==> src/rtl/bpred_pkg.sv <==
// Shared types and helpers for the gshare/bimodal branch predictor.
// Counter helpers work on 4-bit values; callers truncate to CTR_BITS.
package bpred_pkg;

  typedef enum logic {ST_INIT = 1'b0, ST_RUN = 1'b1} bpred_state_e;

  function automatic logic [3:0] ctr_wnt(input int ctr_bits);
    return 4'((1 << (ctr_bits - 1)) - 1);
  endfunction

  function automatic logic [3:0] sat_inc(input logic [3:0] v, input int ctr_bits);
    logic [3:0] mx;
    mx = 4'((1 << ctr_bits) - 1);
    return (v == mx) ? v : v + 4'd1;
  endfunction

  function automatic logic [3:0] sat_dec(input logic [3:0] v, input int ctr_bits);
    return (v == 4'd0) ? v : v - 4'd1;
  endfunction

  // Word-aligned PC bits, optionally folded with zero-extended history.
  function automatic logic [31:0] idx_hash(input logic [31:0] pc, input logic [31:0] ghr_ext,
                                           input int addr_bits, input bit gshare);
    logic [31:0] mask;
    logic [31:0] pc_idx;
    mask   = (32'd1 << addr_bits) - 32'd1;
    pc_idx = (pc >> 2) & mask;
    return gshare ? ((pc_idx ^ ghr_ext) & mask) : pc_idx;
  endfunction

endpackage

==> src/rtl/bpred_table.sv <==
// Saturating counter table with a walking initialiser. The single write port is
// owned by the walker in INIT and by resolved-branch updates in RUN.
module bpred_table
  import bpred_pkg::*;
#(
  parameter int ADDR_BITS = 4,
  parameter int CTR_BITS  = 2
) (
  input  logic                 clk,
  input  logic                 reset,
  input  logic [ADDR_BITS-1:0] rd_idx,
  output logic                 rd_taken,
  input  logic                 upd_valid,
  input  logic [ADDR_BITS-1:0] upd_idx,
  input  logic                 upd_taken,
  output logic                 ready
);

  localparam int ENTRIES = 1 << ADDR_BITS;
  localparam logic [CTR_BITS-1:0] WNT = CTR_BITS'(ctr_wnt(CTR_BITS));

  bpred_state_e          state_q, state_d;
  logic [ADDR_BITS-1:0]  ptr_q, ptr_d;
  logic [CTR_BITS-1:0]   tbl_q [ENTRIES];

  logic                  wr_en;
  logic [ADDR_BITS-1:0]  wr_addr;
  logic [CTR_BITS-1:0]   wr_data;
  logic [3:0]            cur;

  always_comb begin
    state_d = state_q;
    ptr_d   = ptr_q;
    wr_en   = 1'b0;
    wr_addr = upd_idx;
    wr_data = WNT;
    cur     = 4'(tbl_q[upd_idx]);
    case (state_q)
      ST_INIT: begin
        wr_en   = 1'b1;
        wr_addr = ptr_q;
        ptr_d   = ptr_q + ADDR_BITS'(1);
        if (ptr_q == ADDR_BITS'(ENTRIES - 1)) state_d = ST_RUN;
      end
      ST_RUN: begin
        if (upd_valid) begin
          wr_en   = 1'b1;
          wr_data = upd_taken ? CTR_BITS'(sat_inc(cur, CTR_BITS))
                              : CTR_BITS'(sat_dec(cur, CTR_BITS));
        end
      end
      default: state_d = ST_INIT;
    endcase
  end

  always_ff @(posedge clk) begin
    if (reset) begin
      state_q <= ST_INIT;
      ptr_q   <= '0;
    end else begin
      state_q <= state_d;
      ptr_q   <= ptr_d;
    end
  end

  // Contents need no reset: the walker rewrites every entry after reset.
  always_ff @(posedge clk) begin
    if (wr_en && !reset) tbl_q[wr_addr] <= wr_data;
  end

  assign rd_taken = tbl_q[rd_idx][CTR_BITS-1];
  assign ready    = (state_q == ST_RUN);

endmodule

==> src/rtl/bpred_gshare.sv <==
// Branch direction predictor: index hashing, global history, statistics and
// output gating around the counter table.
module bpred_gshare
  import bpred_pkg::*;
#(
  parameter int BHT_ADDR_BITS = 4,
  parameter int CTR_BITS      = 2,
  parameter int GHR_BITS      = 4,
  parameter int HASH_MODE     = 1
) (
  input  logic                     clk,
  input  logic                     reset,
  output logic                     ready,
  input  logic [31:0]              pred_pc,
  output logic                     pred_taken,
  output logic [BHT_ADDR_BITS-1:0] pred_index,
  input  logic                     upd_valid,
  input  logic [BHT_ADDR_BITS-1:0] upd_index,
  input  logic                     upd_taken,
  input  logic                     upd_predicted,
  output logic [GHR_BITS-1:0]      ghr,
  output logic [31:0]              stat_branches,
  output logic [31:0]              stat_hits
);

  logic [GHR_BITS-1:0] ghr_q, ghr_d;
  logic [31:0]         stat_branches_q, stat_branches_d;
  logic [31:0]         stat_hits_q, stat_hits_d;
  logic                tbl_ready;
  logic                tbl_taken;
  logic                upd_en;

  bpred_table #(
    .ADDR_BITS (BHT_ADDR_BITS),
    .CTR_BITS  (CTR_BITS)
  ) u_table (
    .clk       (clk),
    .reset     (reset),
    .rd_idx    (pred_index),
    .rd_taken  (tbl_taken),
    .upd_valid (upd_valid),
    .upd_idx   (upd_index),
    .upd_taken (upd_taken),
    .ready     (tbl_ready)
  );

  assign pred_index = BHT_ADDR_BITS'(idx_hash(pred_pc, 32'(ghr_q), BHT_ADDR_BITS, HASH_MODE != 0));
  assign upd_en     = upd_valid & tbl_ready;

  always_comb begin
    ghr_d           = ghr_q;
    stat_branches_d = stat_branches_q;
    stat_hits_d     = stat_hits_q;
    if (upd_en) begin
      // Truncation drops the oldest bit; also covers the 1-bit history case.
      ghr_d           = GHR_BITS'({ghr_q, upd_taken});
      stat_branches_d = stat_branches_q + 32'd1;
      if (upd_taken == upd_predicted) stat_hits_d = stat_hits_q + 32'd1;
    end
  end

  always_ff @(posedge clk) begin
    if (reset) begin
      ghr_q           <= '0;
      stat_branches_q <= '0;
      stat_hits_q     <= '0;
    end else begin
      ghr_q           <= ghr_d;
      stat_branches_q <= stat_branches_d;
      stat_hits_q     <= stat_hits_d;
    end
  end

  assign ready         = tbl_ready;
  assign pred_taken    = tbl_ready & tbl_taken;
  assign ghr           = ghr_q;
  assign stat_branches = stat_branches_q;
  assign stat_hits     = stat_hits_q;

endmodule
==> config.mk <==
export PLATFORM = sky130hd
export DESIGN_NAME = bpred_gshare
export DESIGN_NICKNAME = d
export VERILOG_FILES = /design/src/rtl/bpred_pkg.sv /design/src/rtl/bpred_table.sv /design/src/rtl/bpred_gshare.sv
export SDC_FILE = /design/constraint.sdc
export NUM_CORES = 1
export LEC_CHECK = 0
export CAP_MARGIN = 20
export CORE_MARGIN = 5
export CORE_UTILIZATION = 25
export CTS_CLUSTER_DIAMETER = 30
export DETAILED_ROUTE_END_ITERATION = 6
export GPL_TIMING_DRIVEN = 0
export HOLD_SLACK_MARGIN = 0.05
export MAX_ROUTING_LAYER = met4
export PLACE_DENSITY = 0.43
export SLEW_MARGIN = 5
export SYNTH_ARGS = -nofsm -noshare
export SYNTH_HDL_FRONTEND = slang
export SYNTH_SLANG_ARGS = --single-unit
export TNS_END_PERCENT = 30
==> constraint.sdc <==
create_clock -name clk -period 3.6 [get_ports clk]
set_clock_uncertainty 0.15 [all_clocks]
set_input_delay 0.36 -clock clk [delete_from_list [all_inputs] [get_ports clk]]
set_output_delay 0.36 -clock clk [all_outputs]
set_load 0.1 [all_outputs]
==> impl_metrics.yaml <==
synthesis:
  synthArstFlopShare: 0
  synth_common_cells: "nor2_1, dfxtp_1, xnor2_1, nand2_1, edfxtp_1"
  synth_edf_count: 32
  syn_area_per_cell_um2: 9.70
  syn_nets: 542
  ys_ff_latch: 105
  yosysMostFrequentCell: "nor2_1"
  syn_inst: 498
  synth_top_area_frac: 0.302
  ys_seq_area_frac: 0.501
  yosysWarnings: 0
  syn-cell-area_mm2: 0.00483
  synth_ff_type: "dfxtp_1"
  synth_area_leader_cell: "dfxtp_1"
  ys_top_cells_by_area: "dfxtp_1, edfxtp_1, xnor2_1"
  yosysUniqueCellTypes: 37
critical_path:
  crit_buf_inv: 2
  crit_arrival_ns: 2.94
  cp_cell_sequence: "clkdlybuf4s50_1, xor2_4, mux4_2, mux4_2, and2_1, clkdlybuf4s15_2"
  crit_path_end_kind: "output port"
  crit_cells: 6
  crit_top_cell: "mux4_2"
  rr_worst_depth: 7
  critPathTopFamily: "multiplexers"
  cp-start-kind: "primary input"
  worstPathMaxFanout: 5
  max_stage_delay_ns: 0.56
  cp.required_ns: 3.09
  worstSetupPathType: "in -> out"
  critPathSlowestCell: "mux4_2"
clock_network:
  numCtsBuffers: 9
  clock-sinks: 105
  root_buffer: "clkbuf_16"
  max-clock-path-buffers: 2
  worstSkewPairLatency_ns: 0.36
  cts_tree: "yes"
  path_clk_slew_ns: 0.07
  h-tree-depth: 3
global_routing:
  grt_max_degree: 20
  grt.total_usage: 0.126
  grt_pass1_wl_um: 21300
  grt_pass1_vias: 3890
  overflow: 0
  antenna_found_initial: 0
power_and_ir_drop:
  p_int_mw: 1.82
  seqPwrFrac: 0.514
  irDropWorstVdd_mv: 0.217
  leakage_nw: 1.99
  comb_power_share: 0.052
  power_mw: 2.38
  switching_share: 0.236
  powerDensity_mw_per_mm2: 370
  power_switching_uw: 561
  p_clk_frac: 0.434
cells_and_area:
  synthToLayoutAreaGrowth_pct: 32.9
  nFillCells: 1955
  multiInputGateArea_mm2: 0.00233
  nets: 641
  drive_gt1_frac: 0.0781
  diodes: 0
  seq_area_mm2: 0.00242
route:
  wire_per_inst_um: 15.5
  antenna_left: 0
  drc: 0
  drtIter0Drc: 265
  first_pass_iters: 5
  viasPerCell: 4.54
  vias: 3912
  totalWireLength_um: 13400
sta:
  maxSlewHeadroom: 0.293
  finalHoldViolCount: 0
  rsz0062_at_grt: "no"
  setup_violations: 0
  finalMaxSlewViolations: 0
  worst_slew_pin_slew_ns: 1.06
  max_clock_freq_mhz: 290
  hold-worst-slack_ns: 0.372
  min_period_over_period: 0.958
  final.min_clock_period_ns: 3.45
die:
  row_count: 50
  die_y_um: 149
  io-pin-count: 115
  die_area_mm2: 0.0222
  core_mm2: 0.0189
  fp.dieW_um: 149
  initial_core_util: 0.256
placed_design:
  hpwl_um: 9780
  portBuffers: 86
  gp_congestion: 0.749
flow_run:
  drv_cap: 0
worst_hold_path:
  min_path_type: "reg -> reg"
  hold_depth: 2
status:
  status: "finished, final reports clean"
==> worst register-to-register path: stages (launching register included) <==
cell and delay, ns:
dfxtp_1 0.33, buf_2 0.21, nand2_1 0.23, or3_1 0.54, buf_1 0.32, nor4_1 0.34
xnor2_1 0.16, nor2_1 0.05
==> sequential cells by signal, summed over array words and instances, names as in the netlist <==
register	cells
stat_branches	32
stat_hits	32
u_table.tbl_q	32
ghr	4
u_table.ptr_q	4
u_table.ready	1
==> kinds of logic after synthesis <==
logic type                 synth area share
DFF                                   0.501
xor gates and xnor gates              0.114
adders and majority gates           0.00777
and+or+nand+nor                       0.242
muxes                                0.0668
AOI/OAI and AO/OA                    0.0368
buffers and inverters                0.0316
==> placed cells by master (no fill, tap or decap), types with 3 or more instances in the layout <==
cell	count
nand3_1	23
xor2_1	10
edfxtp_1	32
and3_1	6
xnor2_1	49
buf_1	5
nand2_1	41
dfxtp_1	71
or3_1	7
clkbuf_16	9
nor2_1	91
clkbuf_1	18
xor2_4	4
a21oi_1	16
mux2i_1	3
nor3_1	15
inv_6	3
inv_1	12
mux4_2	13
nand4_1	12
o21ai_0	6
and2_1	4
and4_1	8
nor4_1	21
ha_1	3
nor2b_1	6
clkdlybuf4s50_1	85
==> per-stage QoR <==
stage | utilization | setup slack, ns | TNS, ns | instances | cell area (µm²)
2_1_floorplan | - | 0.0993 | 0 | 498 | 4910
3_3_place_gp | 0.323 | -0.371 | -6.21 | 844 | 6100
3_5_place_dp | 0.323 | -0.376 | -0.376 | 845 | 6100
4_1_cts | 0.339 | 0.108 | 0 | 861 | 6410
5_1_grt | 0.340 | 0.0801 | 0 | 862 | 6420
6_report | 0.340 | 0.151 | 0 | 862 | 6420
==> metal layers <==
| metal | vias up | GRT usage | share of wire |
|---|---|---|---|
| li1 | 1932 | - | - |
| met1 | 1859 | 0.163 | 0.48 |
| met2 | 103 | 0.193 | 0.45 |
| met3 | 18 | 0.0264 | 0.049 |
| met4 | 0 | 0.0499 | 0.018 |
| met5 | - | - | 0 |
==> power groups by stage <==
stage | clock, mW | sequential [mW] | combinational, mW
2_1_floorplan | 0 | 1.25 | 0.0791
3_3_place_gp | 0 | 1.25 | 0.125
3_5_place_dp | 0 | 1.25 | 0.126
4_1_cts | 1.08 | 1.22 | 0.127
5_1_grt | 1.12 | 1.22 | 0.136
6_report | 1.03 | 1.22 | 0.124
==> final timing paths <==
path                            slack (ns)                      from                        endpoint
worst min register to register        0.37       ghr[3]$_SDFFE_PP0P_             ghr[3]$_SDFFE_PP0P_
worst min-delay path                  0.37       ghr[3]$_SDFFE_PP0P_             ghr[3]$_SDFFE_PP0P_
worst max-delay path                  0.15                pred_pc[2]                      pred_taken
worst max register to register        1.15  u_table.ready$_SDFF_PP0_  stat_branches[23]$_SDFFE_PP0P_
==> area by class of cell <==
class | instances | area share
plain buffers | 26 | 0.0168
clock buffers | 9 | 0.0351
clock inverters | 7 | 0.0131
inverters | 12 | 0.00701
multi-input cells | 355 | 0.363
flip-flops and latches | 105 | 0.378
well taps | 260 | 0.0507
repair buffers | 88 | 0.137
==> repair_timing <==
item                       CTS  global route
hold buffers                 0             0
setup endpoints to repair    1             0
resized for setup            3             0
buffers inserted             0             0
(Power assumes the default switching activity.)
